### src/rtl/clock_monitor_pkg.sv
// Shared types and default constants for the clock monitor.
package clock_monitor_pkg;

  typedef enum logic [1:0] {
    IDLE = 2'd0,
    ARM  = 2'd1,
    HIGH = 2'd2,
    LOW  = 2'd3
  } state_t;

  localparam int DEF_CNT_W    = 27;
  localparam int DEF_EXP_HIGH = 5;
  localparam int DEF_EXP_LOW  = 5;
  localparam int DEF_TOL      = 1;

endpackage

### src/rtl/clock_monitor_sync_edge_detect.sv
// Two-flop synchronizer plus history flop for the monitored clock.
// rise_det/fall_det are single-cycle pulses that reach the FSM on the
// third masterclock edge after the input changes.
module sync_edge_detect (
  input  logic clk,
  input  logic rst_n,
  input  logic din,
  output logic rise_det,
  output logic fall_det
);

  logic sync1, sync2, hist;

  // Synchronizer chain followed by the history flop used for edge compare.
  always_ff @(posedge clk or negedge rst_n) begin
    if (!rst_n) begin
      sync1 <= 1'b0;
      sync2 <= 1'b0;
      hist  <= 1'b0;
    end else begin
      sync1 <= din;
      sync2 <= sync1;
      hist  <= sync2;
    end
  end

  assign rise_det = sync2 & ~hist;
  assign fall_det = ~sync2 & hist;

endmodule

### src/rtl/clock_monitor.sv
// Measures high and low time of clk_in in masterclock cycles and flags
// periods outside tolerance or phases that never end.
//
//   state | meaning
//   IDLE  | disabled, waiting for enable
//   ARM   | enabled, waiting for the first rising edge
//   HIGH  | counting the high phase
//   LOW   | counting the low phase; next rise publishes the period
module clock_monitor
  import clock_monitor_pkg::*;
#(
  parameter int CNT_W    = DEF_CNT_W,
  parameter int EXP_HIGH = DEF_EXP_HIGH,
  parameter int EXP_LOW  = DEF_EXP_LOW,
  parameter int TOL      = DEF_TOL
) (
  input  logic             masterclock,
  input  logic             reset_n,
  input  logic             clk_in,
  input  logic             enable,
  output logic [CNT_W-1:0] high_cnt,
  output logic [CNT_W-1:0] low_cnt,
  output logic             meas_valid,
  output logic             freq_ok,
  output logic             timeout
);

  localparam logic [CNT_W-1:0] CNT_MAX = '1;
  localparam logic [CNT_W-1:0] CNT_ONE = {{(CNT_W-1){1'b0}}, 1'b1};
  localparam logic signed [CNT_W:0] EXP_H_S = (CNT_W+1)'(EXP_HIGH);
  localparam logic signed [CNT_W:0] EXP_L_S = (CNT_W+1)'(EXP_LOW);
  localparam logic signed [CNT_W:0] TOL_S   = (CNT_W+1)'(TOL);

  state_t           state, state_nxt;
  logic [CNT_W-1:0] cnt, hreg;
  logic             rise_det, fall_det;
  logic             cnt_load, cnt_inc, cap_high, publish, sat;
  logic signed [CNT_W:0] high_dev, low_dev;
  logic             high_in, low_in;

  sync_edge_detect u_sync (
    .clk      (masterclock),
    .rst_n    (reset_n),
    .din      (clk_in),
    .rise_det (rise_det),
    .fall_det (fall_det)
  );

  // The high phase is already in hreg; the low phase is still live in cnt
  // at the moment the closing rise is seen.
  assign high_dev = $signed({1'b0, hreg}) - EXP_H_S;
  assign low_dev  = $signed({1'b0, cnt}) - EXP_L_S;
  assign high_in  = (high_dev <= TOL_S) && (high_dev >= -TOL_S);
  assign low_in   = (low_dev <= TOL_S) && (low_dev >= -TOL_S);

  // State register.
  always_ff @(posedge masterclock or negedge reset_n) begin
    if (!reset_n) state <= IDLE;
    else          state <= state_nxt;
  end

  // Next state and datapath controls; a low enable overrides every edge event.
  always_comb begin
    state_nxt = state;
    cnt_load  = 1'b0;
    cnt_inc   = 1'b0;
    cap_high  = 1'b0;
    publish   = 1'b0;
    sat       = 1'b0;
    if (!enable) begin
      state_nxt = IDLE;
    end else begin
      case (state)
        IDLE: state_nxt = ARM;
        ARM: begin
          if (rise_det) begin
            cnt_load  = 1'b1;
            state_nxt = HIGH;
          end
        end
        HIGH: begin
          if (fall_det) begin
            cap_high  = 1'b1;
            cnt_load  = 1'b1;
            state_nxt = LOW;
          end else if (cnt == CNT_MAX) begin
            sat       = 1'b1;
            state_nxt = ARM;
          end else begin
            cnt_inc = 1'b1;
          end
        end
        LOW: begin
          if (rise_det) begin
            publish   = 1'b1;
            cnt_load  = 1'b1;
            state_nxt = HIGH;
          end else if (cnt == CNT_MAX) begin
            sat       = 1'b1;
            state_nxt = ARM;
          end else begin
            cnt_inc = 1'b1;
          end
        end
        default: state_nxt = IDLE;
      endcase
    end
  end

  // Phase counter, captured high time and registered results.
  always_ff @(posedge masterclock or negedge reset_n) begin
    if (!reset_n) begin
      cnt        <= '0;
      hreg       <= '0;
      high_cnt   <= '0;
      low_cnt    <= '0;
      meas_valid <= 1'b0;
      freq_ok    <= 1'b0;
      timeout    <= 1'b0;
    end else begin
      meas_valid <= publish;
      if (cnt_load)     cnt <= CNT_ONE;
      else if (cnt_inc) cnt <= cnt + 1'b1;
      if (cap_high) hreg <= cnt;
      if (publish) begin
        high_cnt <= hreg;
        low_cnt  <= cnt;
        freq_ok  <= high_in && low_in;
        timeout  <= 1'b0;
      end else if (sat) begin
        timeout <= 1'b1;
        freq_ok <= 1'b0;
      end
    end
  end

endmodule

### config.mk
export PLATFORM = sky130hd
export DESIGN_NAME = clock_monitor
export DESIGN_NICKNAME = d
export VERILOG_FILES = /design/src/rtl/clock_monitor_pkg.sv /design/src/rtl/clock_monitor_sync_edge_detect.sv /design/src/rtl/clock_monitor.sv
export SDC_FILE = /design/constraint.sdc
export NUM_CORES = 1
export LEC_CHECK = 0
export ABC_AREA = 1
export BUFFER_PORTS_ARGS = -buffer_cell sky130_fd_sc_hd__clkbuf_2
export CORE_MARGIN = 2
export CORE_UTILIZATION = 55
export DETAILED_ROUTE_END_ITERATION = 10
export PLACE_DENSITY = 0.85
export RECOVER_POWER = 50
export SLEW_MARGIN = 20
export SYNTH_ARGS = -nofsm -noshare
export SYNTH_HDL_FRONTEND = slang
export SYNTH_SLANG_ARGS = --single-unit
### constraint.sdc
create_clock -name masterclock -period 2.3 [get_ports masterclock]
set_input_delay 0.46 -clock masterclock [delete_from_list [all_inputs] [get_ports masterclock]]
set_output_delay 0.46 -clock masterclock [all_outputs]
set_load 0.05 [all_outputs]
==> results by group <==
STA
  – Hold Fails Final Rpt: 0
  – Post-Route Skew: 7.636 ps
  – FMAX: 479.3 MHz
  – Final setup violation count: 0
  – Slew Viols, Final: 0
  – Final worst-path cycle share: 90.71%
  – RSZ-0062 raised after global routing: no
  – Tmin final: 2086 ps
  – Total negative slack: 0 ps
  – Slew margin rel.: 14.43%
  – Worst slew pin tran: 1284 ps

Critical path
  – Crit path max fanout: 6
  – Buf/Inv on CP: 2
  – Startpoint class of the critical path: flop
  – Crit path DAT: 2440 ps
  – WP depth: 14
  – Crit Reg-Reg Startpoint: cnt[1]
  – Worst setup path class: flop to flop
  – Critical Path, Cell by Cell: inv_4 -> ha_2 -> inv_1 -> nand2_1 -> nand2_4 -> nor2_4 -> nand2_2 -> nor2_2 -> xor2_1 -> nand2_1 -> nand3b_1 -> nand2_1 -> nand4_1 -> nand2_1
  – Worst R2R Setup Slack: 210 ps
  – CP dominant cell by count: nand2_1
  – RR Endpoint: freq_ok
  – CP peak stage delay: 450 ps
  – Cell family with most CP delay: simple AND/OR/NAND/NOR gates
  – Worst EP required: 2650 ps
  – Critical path endpoint category: flop
  – Depth of the most critical reg-to-reg path: 14
  – Slowest-stage cell, CP: dfrtp_2
  – CP Launch Point: cnt[1]

CTS
  – Clock Sinks: 116
  – Num CTS Buffers: 17
  – Clock slew at reported path FFs: 50 ps
  – Clock Tree Buf Depth: 2
  – CTS tree: built
  – H-tree Lvls: 4
  – Root buf cell: clkbuf_16
  – Clk Latency, worst-skew pair: 420 ps

Finish
  – FF+latch area: 2907 um2
  – Nets@finish: 984
  – Most common cell after layout, fill and taps aside: nand2_1
  – Share of layout cells above drive strength 1: 14.47%
  – Fillers: 1013
  – Layout area overhead: 20.61%
  – N_diodes: 0
  – Multi-input logic area: 3075 um2
  – Most frequent cells in the layout: nand2_1 (258), nor2_1 (115), dfrtp_1 (113), o21ai_0 (94), inv_1 (76)

Routing
  – Detailed Route WL: 18060 um
  – First-pass detailed-route iteration total: 6
  – Iter 0 DRT Violations: 502
  – Routed length per placed instance: 15.97 um
  – DRC: 0
  – Post-DRT Antenna Nets: 0
  – Vias/cell: 5.615
  – Via count: 6350

Synth
  – Mean Syn Cell Area: 7.242 um2
  – EDFF count, synth: 0
  – Cell count after synthesis: 882
  – Distinct cells, synth: 31
  – Synthesis-stage register bit count: 116
  – Post-Syn Area: 6387 um2
  – Async SR Flop Fraction: 100.0%
  – Seq/Total Area, Yosys: 45.45%
  – Syn nets: 890
  – Yosys warns: 0
  – Ys flop type: dfrtp_1

Die
  – Core area: 11370 um2
  – # IOs: 61
  – Site Rows: 39
  – Starting Density: 56.18%
  – Chip width: 111.8 um
  – Die Y: 111.8 um
  – Die Footprint: 12490 um2

Worst hold path
  – Hold Crit Start: clk_in
  – Hold/Removal Path Class: input pin to flop
  – Hold Crit Depth: 1
  – Worst Hold End: u_sync.sync1

Power and ir drop
  – Pwr dens: 1035 nW/um2
  – Peak VDD IR: 0.001048 V
  – Static Leak: 3.676 nW
  – Total power: 7.972 mW

Status
  – Run status: completed

Global routing
  – Total gr overflow: 0
  – Vias in the first global route: 6109
  – Initial antenna violation count: 0
  – First-pass GRT wire length: 29880 um
  – Total track usage: 30.39%
  – Pin count of the biggest net entering global routing: 72

Placed design
  – Final HPWL DP: 13410 um
  – Routability Congestion: 0.9617
  – Port bufs: 60

Flow run
  – Max-cap violations: 0
-- where the power goes --
part | switching (mW) | internal [mW] | leakage (nW) | total (mW)
clock network | 0.900 | 1.77 | 0.294 | 2.67
registers | 0.330 | 2.40 | 1.38 | 2.73
logic | 1.83 | 0.740 | 2.00 | 2.57
total | 3.07 | 4.91 | 3.68 | 7.97
-- final cells by class --
| cell class | count | area share (%) |
|---|---|---|
| clock buffers | 21 | 6.107 |
| clock inverters | 10 | 1.689 |
| inverters | 85 | 4.174 |
| multi-input cells | 652 | 39.92 |
| flip-flops and latches | 116 | 37.73 |
| well taps | 143 | 2.323 |
| repair buffers | 104 | 8.056 |
-- per-layer routing --
metal / track usage, % / vias to the layer above / wire length [um]
met5: 0 / - / 0
met4: 14.40 / 0 / 764
met3: 5.934 / 62 / 1076
met2: 50.71 / 275 / 8624
met1: 38.17 / 2972 / 7596
li1: - / 3041 / -
-- cells in the mapped netlist, drive strengths merged (8+ instances only) --
| cell | number | area share [%] |
|---|---|---|
| nand3 | 44 | 3.5 |
| nand2 | 267 | 16 |
| a21oi | 13 | 1.0 |
| inv | 84 | 4.9 |
| buf | 11 | 0.96 |
| xor2 | 18 | 2.5 |
| o31ai | 8 | 0.94 |
| nand4 | 25 | 2.4 |
| nor2 | 123 | 7.6 |
| nor3 | 29 | 2.7 |
| o21ai | 107 | 8.4 |
| dfrtp | 116 | 45 |
| clkbuf | 18 | 1.1 |
-- how the worst max path moves through the flow --
stage,end,slack (ps)
after floorplan,freq_ok,240
after CTS,freq_ok,50
final,freq_ok,210
after detailed placement,freq_ok,60
after global routing,freq_ok,7
after global placement,freq_ok,180
-- worst register-to-register path: stages, from the launching register on --
cell and delay, ps:
dfrtp_2 450, inv_4 90, ha_2 170, inv_1 50, nand2_1 110, nand2_4 90
nor2_4 200, nand2_2 110, nor2_2 130, xor2_1 190, nand2_1 60, nand3b_1 150
nand2_1 70, nand4_1 80, nand2_1 70
-- cell families after synthesis --
kind of cell             after synthesis  synth area share [%]
AND/OR/NAND/NOR                      498                 33.48
adder cells (fa/ha/maj)                4                0.7836
AO/OA/AOI/OAI                        132                 10.81
XOR/XNOR                              18                 2.468
flip-flops                           116                 45.45
buffers and inverters                114                 7.013
-- sequential cells by signal, indices dropped and copies added (netlist names) --
name          cells
cnt              27
high_cnt         27
hreg             27
low_cnt          27
state             2
freq_ok           1
meas_valid        1
timeout           1
u_sync.hist       1
u_sync.sync1      1
u_sync.sync2      1
-- stage by stage --
step                instances  hold slack (ps)  util [%]  cell area (um2)  worst slack [ps]
floorplan                 882            164.4         -             6387             238.7
global placement         1097            333.3     62.26             7079             180.4
detailed placement       1097            334.7     62.26             7079             60.02
CTS                      1129            135.7     67.64             7690             48.09
global route             1131            143.4     67.76             7704             7.031
finish                   1131            146.4     67.76             7704             213.8
-- repair_timing --
action	in CTS	in global routing
resized for setup	0	16
endpoints found under the hold margin	19	0
buffers inserted	0	2
hold buffers	1	0
setup endpoints to repair	0	5
(Power assumes the default switching activity.)
